[config.mk]
export PLATFORM = sky130hd
export DESIGN_NAME = trap_ctrl
export DESIGN_NICKNAME = d
export VERILOG_FILES = /design/src/rtl/trap_pkg.sv /design/src/rtl/trap_prio_enc.sv /design/src/rtl/trap_ctrl.sv
export SDC_FILE = /design/constraint.sdc
export NUM_CORES = 1
export LEC_CHECK = 0
export CAP_MARGIN = 20
export CORE_ASPECT_RATIO = 0.8
export CORE_MARGIN = 8
export CORE_UTILIZATION = 36
export DETAILED_ROUTE_END_ITERATION = 6
export GPL_TIMING_DRIVEN = 0
export PLACE_DENSITY = 0.89
export SYNTH_ARGS = -nofsm -noshare
export SYNTH_HDL_FRONTEND = slang
export SYNTH_SLANG_ARGS = --single-unit
[constraint.sdc]
create_clock -name clk -period 3.2 [get_ports clk]
set_clock_uncertainty 0.15 [all_clocks]
set_input_delay 0.32 -clock clk [delete_from_list [all_inputs] [get_ports clk]]
set_output_delay 0.32 -clock clk [all_outputs]
set_load 0.005 [all_outputs]
[src/rtl/trap_pkg.sv]
// Shared types and helpers for the trap/exception sequencer.
package trap_pkg;

  typedef enum logic [2:0] {
    ST_IDLE,
    ST_SAVE,
    ST_VEC,
    ST_LOAD,
    ST_RET,
    ST_HALT
  } trap_state_t;

  // Byte address of a vector table entry: one 32-bit word per cause, wrapping at 32 bits.
  function automatic logic [31:0] vec_entry_addr(input logic [31:0] base,
                                                 input logic [31:0] idx);
    return base + (idx << 2);
  endfunction

endpackage

[src/rtl/trap_prio_enc.sv]
// Fixed-priority encoder: the lowest asserted request index wins.
module trap_prio_enc #(
  parameter int N = 4,
  parameter int W = 2
) (
  input  logic [N-1:0] req_i,
  output logic [W-1:0] idx_o,
  output logic         vld_o
);

  // Scan from the top down so the lowest set bit is the last one written.
  always_comb begin
    idx_o = '0;
    vld_o = 1'b0;
    for (int i = N - 1; i >= 0; i--) begin
      if (req_i[i]) begin
        idx_o = W'(i);
        vld_o = 1'b1;
      end
    end
  end

endmodule

[src/rtl/trap_ctrl.sv]
// Trap sequencer: arbitrates trap requests, saves PC/cause, fetches the
// handler address from the vector table, and handles mret and double faults.
module trap_ctrl
  import trap_pkg::*;
#(
  parameter int          XLEN       = 64,
  parameter int          NUM_CAUSES = 4,
  parameter int          CAUSE_W    = $clog2(NUM_CAUSES),
  parameter logic [31:0] VEC_BASE   = 32'd254,
  parameter int          MEM_LAT    = 1
) (
  input  logic                  clk,
  input  logic                  reset,
  input  logic [NUM_CAUSES-1:0] trap_req,
  input  logic                  trap_en,
  input  logic                  mret_req,
  input  logic [XLEN-1:0]       pc_in,
  input  logic [31:0]           imem_rdata,
  output logic                  imem_sel,
  output logic [31:0]           imem_addr,
  output logic [XLEN-1:0]       pc_next,
  output logic                  pc_load,
  output logic [NUM_CAUSES-1:0] trap_ack,
  output logic [XLEN-1:0]       epc,
  output logic [CAUSE_W-1:0]    cause,
  output logic                  in_handler,
  output logic                  busy,
  output logic                  halted
);

  localparam int CNT_W = (MEM_LAT > 1) ? $clog2(MEM_LAT) : 1;

  trap_state_t          state_q, state_d;
  logic [XLEN-1:0]      epc_q, epc_d;
  logic [CAUSE_W-1:0]   cause_q, cause_d;
  logic [CAUSE_W-1:0]   idx_q, idx_d;
  logic                 in_handler_q, in_handler_d;
  logic                 halted_q, halted_d;
  logic [CNT_W-1:0]     cnt_q, cnt_d;

  logic [CAUSE_W-1:0]   req_idx;
  logic                 req_vld;
  logic                 trap_take;

  trap_prio_enc #(
    .N(NUM_CAUSES),
    .W(CAUSE_W)
  ) u_prio (
    .req_i(trap_req),
    .idx_o(req_idx),
    .vld_o(req_vld)
  );

  assign trap_take = trap_en & req_vld;

  // State and architectural registers; reset abandons any sequence in flight.
  always_ff @(posedge clk) begin
    if (reset) begin
      state_q      <= ST_IDLE;
      epc_q        <= '0;
      cause_q      <= '0;
      idx_q        <= '0;
      in_handler_q <= 1'b0;
      halted_q     <= 1'b0;
      cnt_q        <= '0;
    end else begin
      state_q      <= state_d;
      epc_q        <= epc_d;
      cause_q      <= cause_d;
      idx_q        <= idx_d;
      in_handler_q <= in_handler_d;
      halted_q     <= halted_d;
      cnt_q        <= cnt_d;
    end
  end

  // Next-state and output decode; the winning index is latched in IDLE so a
  // requester dropping its line early cannot change the saved cause.
  always_comb begin
    state_d      = state_q;
    epc_d        = epc_q;
    cause_d      = cause_q;
    idx_d        = idx_q;
    in_handler_d = in_handler_q;
    halted_d     = halted_q;
    cnt_d        = cnt_q;
    imem_sel     = 1'b0;
    imem_addr    = '0;
    pc_next      = '0;
    pc_load      = 1'b0;
    trap_ack     = '0;

    case (state_q)
      ST_IDLE: begin
        if (trap_take) begin
          idx_d   = req_idx;
          state_d = ST_SAVE;
        end else if (mret_req && in_handler_q) begin
          state_d = ST_RET;
        end
      end
      ST_SAVE: begin
        if (in_handler_q) begin
          halted_d = 1'b1;
          state_d  = ST_HALT;
        end else begin
          epc_d        = pc_in;
          cause_d      = idx_q;
          in_handler_d = 1'b1;
          trap_ack     = NUM_CAUSES'(1) << idx_q;
          cnt_d        = '0;
          state_d      = ST_VEC;
        end
      end
      ST_VEC: begin
        imem_sel  = 1'b1;
        imem_addr = vec_entry_addr(VEC_BASE, 32'(cause_q));
        if (cnt_q == CNT_W'(MEM_LAT - 1)) begin
          state_d = ST_LOAD;
        end else begin
          cnt_d = cnt_q + CNT_W'(1);
        end
      end
      ST_LOAD: begin
        imem_sel  = 1'b1;
        imem_addr = vec_entry_addr(VEC_BASE, 32'(cause_q));
        pc_next   = XLEN'(imem_rdata);
        pc_load   = 1'b1;
        state_d   = ST_IDLE;
      end
      ST_RET: begin
        pc_next      = epc_q;
        pc_load      = 1'b1;
        in_handler_d = 1'b0;
        state_d      = ST_IDLE;
      end
      ST_HALT: begin
        state_d = ST_HALT;
      end
      default: begin
        state_d = ST_IDLE;
      end
    endcase
  end

  assign epc        = epc_q;
  assign cause      = cause_q;
  assign in_handler = in_handler_q;
  assign halted     = halted_q;
  assign busy       = (state_q != ST_IDLE);

endmodule

Word level (Yosys, flattened, before mapping)
Index checks and enable logic that the tools add are counted.

operators by class
  mux-type cells = 23
  add/sub/neg operators = 2
  reduce and logical (&&, ||, !) cells = 12
  equality and inequality tests = 8
  bitwise operators = 2
  shift-type cells = 1

operators by type and width
  kind                                                                number
  64-bit one-hot mux with 2 select lines                              1
  3-bit two-way mux                                                   4
  3-bit one-hot mux with 4 select lines                               1
  2-bit AND reduction                                                 5
  8-bit by 4-bit adder with 9-bit output (first input constant)       1
  9-bit two-way mux                                                   1
  1-bit two-way mux                                                   8
  2-bit two-way mux                                                   4
  4-bit two-way mux                                                   2
  3-bit by 2-bit == test with 1-bit output (second input constant)    2
  3-bit == test (second input constant)                               2
  2-bit != test (second input constant)                               2
  1-bit one-hot mux with 2 select lines                               2
  2-bit nonzero test                                                  2
  2-bit OR reduction                                                  2
  1-bit by 2-bit left shift with 4-bit output (first input constant)  1
  3-bit by 1-bit == test with 1-bit output (second input constant)    1
  3-bit logical NOT                                                   1
  3-bit != test (second input constant)                               1
  3-bit nonzero test                                                  1
  1-bit adder (second input constant)                                 1
  1-bit bitwise AND                                                   1
  1-bit logical AND                                                   1
  1-bit NOT                                                           1

word-level totals
  register bits = 74
  output and inout bits = 171
  input port bits = 104

Longest topological paths before layout
  depth after elaboration = 7
  mapped depth = 7

Modules after synthesis
From an unflattened synthesis, not the netlist that was laid out.

unflattened totals
  cells, all modules = 450
  area total of the unflattened synthesis = 3455.8 sq um

modules (own cells, without submodules)
  module         area an instance (sq um)  instances  cells an instance
  trap_ctrl      3420.8                    1          443
  trap_prio_enc  35.0                      1          7

Worst setup path before layout
Ideal clock, no wire load.

  kind = register to output
  start point = register state_q[1]
  end point = output trap_ack[1]
  buffers on the path = 3
  path slack = 1360 ps
  cell stages (with the launch flop) = 6
  data arrival time = 1370 ps
  data required time = 2730 ps
  cell sequence = dfxtp_1 -> buf_2 -> or4b_1 -> buf_2 -> buf_2 -> nor3b_2

between the ends
  cells in the longest elaborated chain, start to end = 2

ends and longest elaborated chain
  what                                      line             text
  start, declared                           trap_ctrl.sv:33  trap_state_t state_q, state_d;
  start signal, assigned                    trap_ctrl.sv:67  state_q <= state_d;
  3-bit by 1-bit == test with 1-bit output  trap_ctrl.sv:93  case (state_q)
  4-bit two-way mux                         trap_ctrl.sv:93
  end, declared                             trap_ctrl.sv:23  output logic [NUM_CAUSES-1:0] trap_ack,

Every way passes these cells.

Worst setup path in the final report
  start point = register state_q[1]
  end point = output pc_next[7]

between the ends
  cells in the longest elaborated chain, start to end = 2
  elaborated cells on any way between the ends = 3
  those cells by class = 2 x eq/ne; 1 x mux

ends and longest elaborated chain
  what                                                                              line             text
  3-bit == test / 3-bit by 2-bit == test with 1-bit output (equally long branches)  trap_ctrl.sv:93
  64-bit one-hot mux with 2 select lines (*)                                        trap_ctrl.sv:93
  end, declared                                                                     trap_ctrl.sv:21  output logic [XLEN-1:0] pc_next,

Every way passes the cells marked *; elsewhere a longest branch is shown, timed or not.

==> metrics.txt <==
CTS tree=done; CTS root buf=clkbuf_16; post-route ant nets=0; multi-input logic area=about 0.0016 mm2; clk slew on worst S/H paths=0.06 ns; Die Span Y=slightly above 100 um; most frequent cells in the layout=clkdlybuf4s50_1, nand2_1, dfxtp_1, a21oi_1, and2_1; fin. max-slew vios=0; RR Startpoint=state_q[1]$_SDFFE_PP0P_; worst hold path depth=2; Syn Std Cell Area=0.00343 mm2; Pwr Density=~450 mW/mm2; met2 Usage GRT=between 40% and 50%; f_max=around 0.33 GHz; setup violators final=0; share of layout cells above drive strength 1=8.05%; commonest non-fill, non-tap cell in the layout=clkdlybuf4s50_1; Mapped Cells=445; synth warn=0; Core Area=0.00945 mm2; DR vias=slightly above 4000; insertion delay to the later sink of the worst-skew pair=between 0.3 and 0.4 ns; grt total ovfl=0; register area=0.00146 mm2; RSZ-0062 raised after global routing=false; HP Class=input pin to register; global-route met1 utilization=approximately a quarter; H-Tree Depth=3; Avg WL per Cell=~18 um; Seq/Total Area, Yosys=between 40% and 50%; Boundary Pins=275; Hold Crit Endpoint=epc[9]$_SDFFE_PP0P_; Max Cap Viol=0; element type at the critical path end=output port; worst-margin pin slew=0.573 ns; Worst R2R Path Depth=6; Die Area=approximately 0.013 mm2; CTS Hold Bufs=0; Netlist cell types=30; met3 Resource Use GR=around a tenth; WL final=approximately 16 mm; fin crit share=~94%; WP data required=2.73 ns; detailed placement HPWL=between 10 and 15 mm; pin count of the biggest net entering global routing=13; area grow syn2layout=89.7%; Yosys reg bits=73; clk sinks=73; routability cong.=around 0.9; nets@finish=approximately 830; die extent in x=125 um; Clock Tree Buf Depth=2; Final Hold Fails=0; Leak=between 0.002 and 0.0025 uW; diode count=0; cts bufs inserted=9; first-pass GRT wire length=23.5 mm; number of global-route vias before repair=4409; Max VDD drop=between 0.2 and 0.3 mV; Avg Cell Area, Syn=just under 8 um2; vias per cell=a little under 5; post-layout util=between 60 and 70%; startpoint types=register; DRC Markers=0; initial core utilization=36.3%; Hold Crit Start=reset; GRT busiest layer=met2; minimum clock period=around 3.0 ns; fillers=750; Crit path arrival time=about 2.5 ns; run status=completed; DRT Pass-1 Iters=4; antenna violations before repair=0; reg-to-reg slack, setup=about 1.2 ns; # rows=32; Fin Hold WS=about 0.31 ns; Reg2Reg Capture Point=epc[6]$_SDFFE_PP0P_; setup tns final=0 ns; drt first-iter violations=roughly 170; Port Buffers=~250; crit path kind=register to output port; Slew headroom=about three fifths; Max FO, Critical Path=10; GRT Overall Usage=roughly 23%
-- worst max-delay path: stages (launching register included) --
cell and delay [ns]:
dfxtp_1 0.30, buf_2 0.19, nand2b_1 0.16, nor2_1 0.33, buf_1 0.47, a22o_1 0.22, clkdlybuf4s50_1 0.55
-- logic make-up after synthesis --
family / after synthesis / share of synthesized area, %
and+or+nand+nor: 186 / 24.1
AOI/OAI and AO/OA: 115 / 21.0
DFF: 73 / 42.6
buffers and inverters: 69 / 11.8
adders and majority gates: 1 / 0.365
other: 1 / 0.109
-- synth_stat cells --
master | number | area [um2]
nor3_1 | 4 | 20.0
buf_2 | 7 | 35.0
o211ai_1 | 1 | 7.51
o41ai_1 | 1 | 8.76
nand2b_1 | 1 | 6.26
or4b_1 | 1 | 10.0
nand4_1 | 1 | 6.26
nor2b_1 | 2 | 12.5
dfxtp_1 | 73 | 1460
nor4b_2 | 1 | 15.0
o2111ai_1 | 2 | 17.5
o21ai_0 | 5 | 25.0
and3_1 | 1 | 6.26
a31oi_1 | 1 | 6.26
buf_6 | 3 | 33.8
or2_2 | 1 | 6.26
buf_4 | 30 | 225
clkbuf_1 | 20 | 75.1
conb_1 | 1 | 3.75
a211oi_1 | 1 | 7.51
a21oi_1 | 71 | 355
ha_1 | 1 | 12.5
nor3b_2 | 1 | 12.5
inv_1 | 7 | 26.3
nor2_1 | 8 | 30.0
nand2_1 | 132 | 495
a22o_1 | 32 | 280
o41a_1 | 1 | 11.3
and2_1 | 33 | 206
buf_1 | 2 | 7.51
-- cell type report --
cell class / count / share of cell area, %
buffer: 62 / 5.81
inverter: 7 / 0.404
clock inverter: 5 / 1.58
multi-input combinational: 326 / 25.4
clock buffer: 11 / 3.73
timing repair buffer: 249 / 38.3
tap: 119 / 2.29
sequential: 73 / 22.5
-- how the worst max path moves through the flow --
stage	from	to	slack [ns]
after global routing	state_q[2]$_SDFFE_PP0P_	pc_next[50]	0.0001
after detailed placement	state_q[2]$_SDFFE_PP0P_	pc_next[46]	0.49
after CTS	state_q[2]$_SDFFE_PP0P_	pc_next[39]	0.12
after floorplan	state_q[1]$_SDFFE_PP0P_	trap_ack[1]	1.36
after global placement	state_q[2]$_SDFFE_PP0P_	pc_next[46]	0.51
final	state_q[1]$_SDFFE_PP0P_	pc_next[7]	0.19
-- state kept, by name (all words and copies together), names as in the netlist --
| signal | count |
|---|---|
| epc | 64 |
| idx_q | 2 |
| in_handler | 1 |
| cause | 2 |
| state_q | 3 |
| halted | 1 |
-- where the power goes --
group	internal, uW	switching (uW)	total (uW)
Sequential	991	72.3	1060
Clock	782	381	1160
Combinational	413	318	730
-- through the flow --
step | cells | cell area (um2) | total power, uW | worst slack (ns)
3_3_place_gp | 836 | 6150 | 1790 | 0.510
5_1_grt | 852 | 6500 | 3090 | 0.000110
6_report | 852 | 6500 | 2960 | 0.189
4_1_cts | 852 | 6500 | 2970 | 0.119
2_1_floorplan | 468 | 3510 | 1360 | 1.36
3_5_place_dp | 836 | 6150 | 1810 | 0.491
-- metal layers --
layer | up-vias | part of all wire, %
met4 | 0 | 2.6
li1 | 1994 | -
met2 | 228 | 50
met1 | 1899 | 38
met3 | 36 | 9.6
met5 | - | 0
-- what timing repair did --
action	4_1_cts	5_1_grt
buffers inserted	0	0
resized for setup	0	3
endpoints found under the setup margin	0	8
(Power assumes the default switching activity.)
==> variant, RTL diff (same flow settings) <==
Encoding of `trap_state_t`: now one-hot (6 bits for 6 states).
--- a/src/rtl/trap_pkg.sv
+++ b/src/rtl/trap_pkg.sv
@@ -2,11 +2,11 @@
 package trap_pkg;
 
-  typedef enum logic [2:0] {
-    ST_IDLE,
-    ST_SAVE,
-    ST_VEC,
-    ST_LOAD,
-    ST_RET,
-    ST_HALT
+  typedef enum logic [5:0] {
+    ST_IDLE = 6'b000001,
+    ST_SAVE = 6'b000010,
+    ST_VEC  = 6'b000100,
+    ST_LOAD = 6'b001000,
+    ST_RET  = 6'b010000,
+    ST_HALT = 6'b100000
   } trap_state_t;
 
Function: no difference found for any inputs over 10 cycles, from zero or initial values and one cycle with reset high; not proved beyond that.
==> variant against the unedited design <==
- sequential share of layout area down 2.4 points
- power down 12%
- routed wire length up 20%
- utilization down 5.7 points
- setup slack worse by 0.017 ns
- area after synthesis up 28%
- design area up 17%
- largest power group unchanged
- sequential cell count up 3
- largest cell class unchanged
==> variant: results (changes against the unedited design) <==
INFO  worst_setup_path reg2regPathDepth=5 [-1]
INFO  logic_synthesis synth_cells=489 [+9.9%]
INFO  drt            num_vias=4994 [+20%]
INFO  worst_setup_path critical_path.reg2reg.startpoint=state_q[0]
INFO  drt            post_drt_via_cell_ratio=5.35 [+9.7%]
INFO  cells_and_area fillCellCount=1032 [+38%]
INFO  logic_synthesis synth_area_leaders=sky130_fd_sc_hd__dfxtp_1, sky130_fd_sc_hd__o31ai_2, sky130_fd_sc_hd__nand4_1, sky130_fd_sc_hd__a21oi_1, sky130_fd_sc_hd__a22o_1
INFO  sta            timing_worst_slew_pin_value=0.845ns [+0.272 ns]
INFO  logic_synthesis synth_top_cells_by_count=sky130_fd_sc_hd__dfxtp_1, sky130_fd_sc_hd__a21oi_1, sky130_fd_sc_hd__nand4_1
INFO  worst_setup_path worst-r2r-setup-slack=1.09ns [-0.10 ns]
INFO  pwr            p_leak=2.62nW [+5.9%]
INFO  sta            hold_viol_final=0 [unchanged]
INFO  global_route   antenna_violations_before_repair=1 [+1]
INFO  logic_synthesis seq_area_frac_synth=34.7% [-8.0 points]
INFO  drt            finalWirelength=18800um [+20%]
INFO  pwr            internal_power=1.98mW [-9.4%]
INFO  global_route   grt.total_usage=22.2% [-0.98 points]
INFO  sta            timing.final.ws_setup=0.171ns [-0.0171 ns]
INFO  worst_setup_path worstPathArrival=2.56ns [+0.02 ns]
INFO  global_route   first_pass_grt_wire_length=28300um [+20%]
INFO  placed_design  dp_slack=0.0937ns [-0.398 ns]
INFO  logic_synthesis netlist-cell-type-count=38 [+27%]
INFO  cells_and_area finish.net_count=881 [+5.8%]
INFO  status         run_status=finished, final reports clean
INFO  cells_and_area layout-drive-gt1-share=16.7% [+8.6 points]
INFO  placed_design  placedInstanceArea=0.00717mm^2 [+16%]
INFO  placed_design  port-buffer-count=250 [+0.40%]
INFO  placed_design  placed_cells_incl_taps=914 [+9.3%]
## variant: changes by cell type in the layout (fill, tap and decap cells not counted), moves of 4 or more
cell                       delta
sky130_fd_sc_hd__buf_1        +5
sky130_fd_sc_hd__buf_2        +4
sky130_fd_sc_hd__clkbuf_1    +11
sky130_fd_sc_hd__clkbuf_4     +7
sky130_fd_sc_hd__mux2i_1      +4
sky130_fd_sc_hd__nand2_1    -129
sky130_fd_sc_hd__nand2b_1     +4
sky130_fd_sc_hd__nand4_1     +63
sky130_fd_sc_hd__o31ai_1     +14
sky130_fd_sc_hd__o31ai_2     +50
## variant: final cells by class
class / instances / area [um^2] / area share (%)
diodes: 1 / 2.50 / 0.0330
plain buffers: 92 / 539 / 7.11
clock buffers: 11 / 243 / 3.20
clock inverters: 4 / 97.6 / 1.29
inverters: 7 / 26.3 / 0.346
multi-input cells: 337 / 2440 / 32.2
flip-flops and latches: 76 / 1520 / 20.1
well taps: 152 / 190 / 2.51
repair buffers: 253 / 2520 / 33.3
## variant: timing repair
action | in CTS | in global routing
setup endpoints to repair | 62 | 65
gates resized for setup | 5 | 15
hold buffers | 0 | 0
setup buffers | 0 | 3
pin swaps | 0 | 1
## variant: critical path: stages (launching register included)
cell and delay [ns]:
sky130_fd_sc_hd__dfxtp_1 0.39, sky130_fd_sc_hd__nor4_4 0.38, sky130_fd_sc_hd__and3b_1 0.22, sky130_fd_sc_hd__clkbuf_1 0.24
sky130_fd_sc_hd__clkbuf_4 0.32, sky130_fd_sc_hd__a22o_1 0.16, sky130_fd_sc_hd__clkdlybuf4s50_1 0.52
## variant: how the worst min path moves through the flow
stage                start      to  slack, ns  cells past startpoint
floorplan           halted  halted       0.29                      2
CTS                 halted  halted       0.30                      2
global placement    halted  halted       0.29                      2
global route        halted  halted       0.32                      2
detailed placement  halted  halted       0.29                      2
finish              halted  halted       0.30                      2
## variant: power by group through the flow
stage	Sequential [mW]	Clock (mW)	Combinational, mW
after floorplan	1.02	0	0.172
after global placement	1.02	0	0.393
after detailed placement	1.02	0	0.398
after CTS	1.00	1.20	0.402
after global routing	1.01	1.24	0.438
final	1.00	1.18	0.410
## variant: kinds of logic after synthesis
logic type | Yosys count | share of synthesized area [%]
adder cells (fa/ha/maj) | 1 | 0.285
XOR/XNOR | 1 | 0.200
AO/OA/AOI/OAI | 171 | 31.9
multiplexers | 4 | 0.912
other | 1 | 0.0854
buffers and inverters | 99 | 12.3
AND/OR/NAND/NOR | 136 | 19.6
flip-flops | 76 | 34.7
## variant: per-layer routing
metal / routed length, um / up-vias / part of all wire [%] / GRT usage (%)
met4: 171 / 0 / 0.91 / 4.81
met3: 1560 / 9 / 8.3 / 8.22
met2: 9160 / 234 / 49 / 38.7
met5: 0 / - / 0 / 0
met1: 7860 / 2368 / 42 / 25.8
li1: - / 2383 / - / -
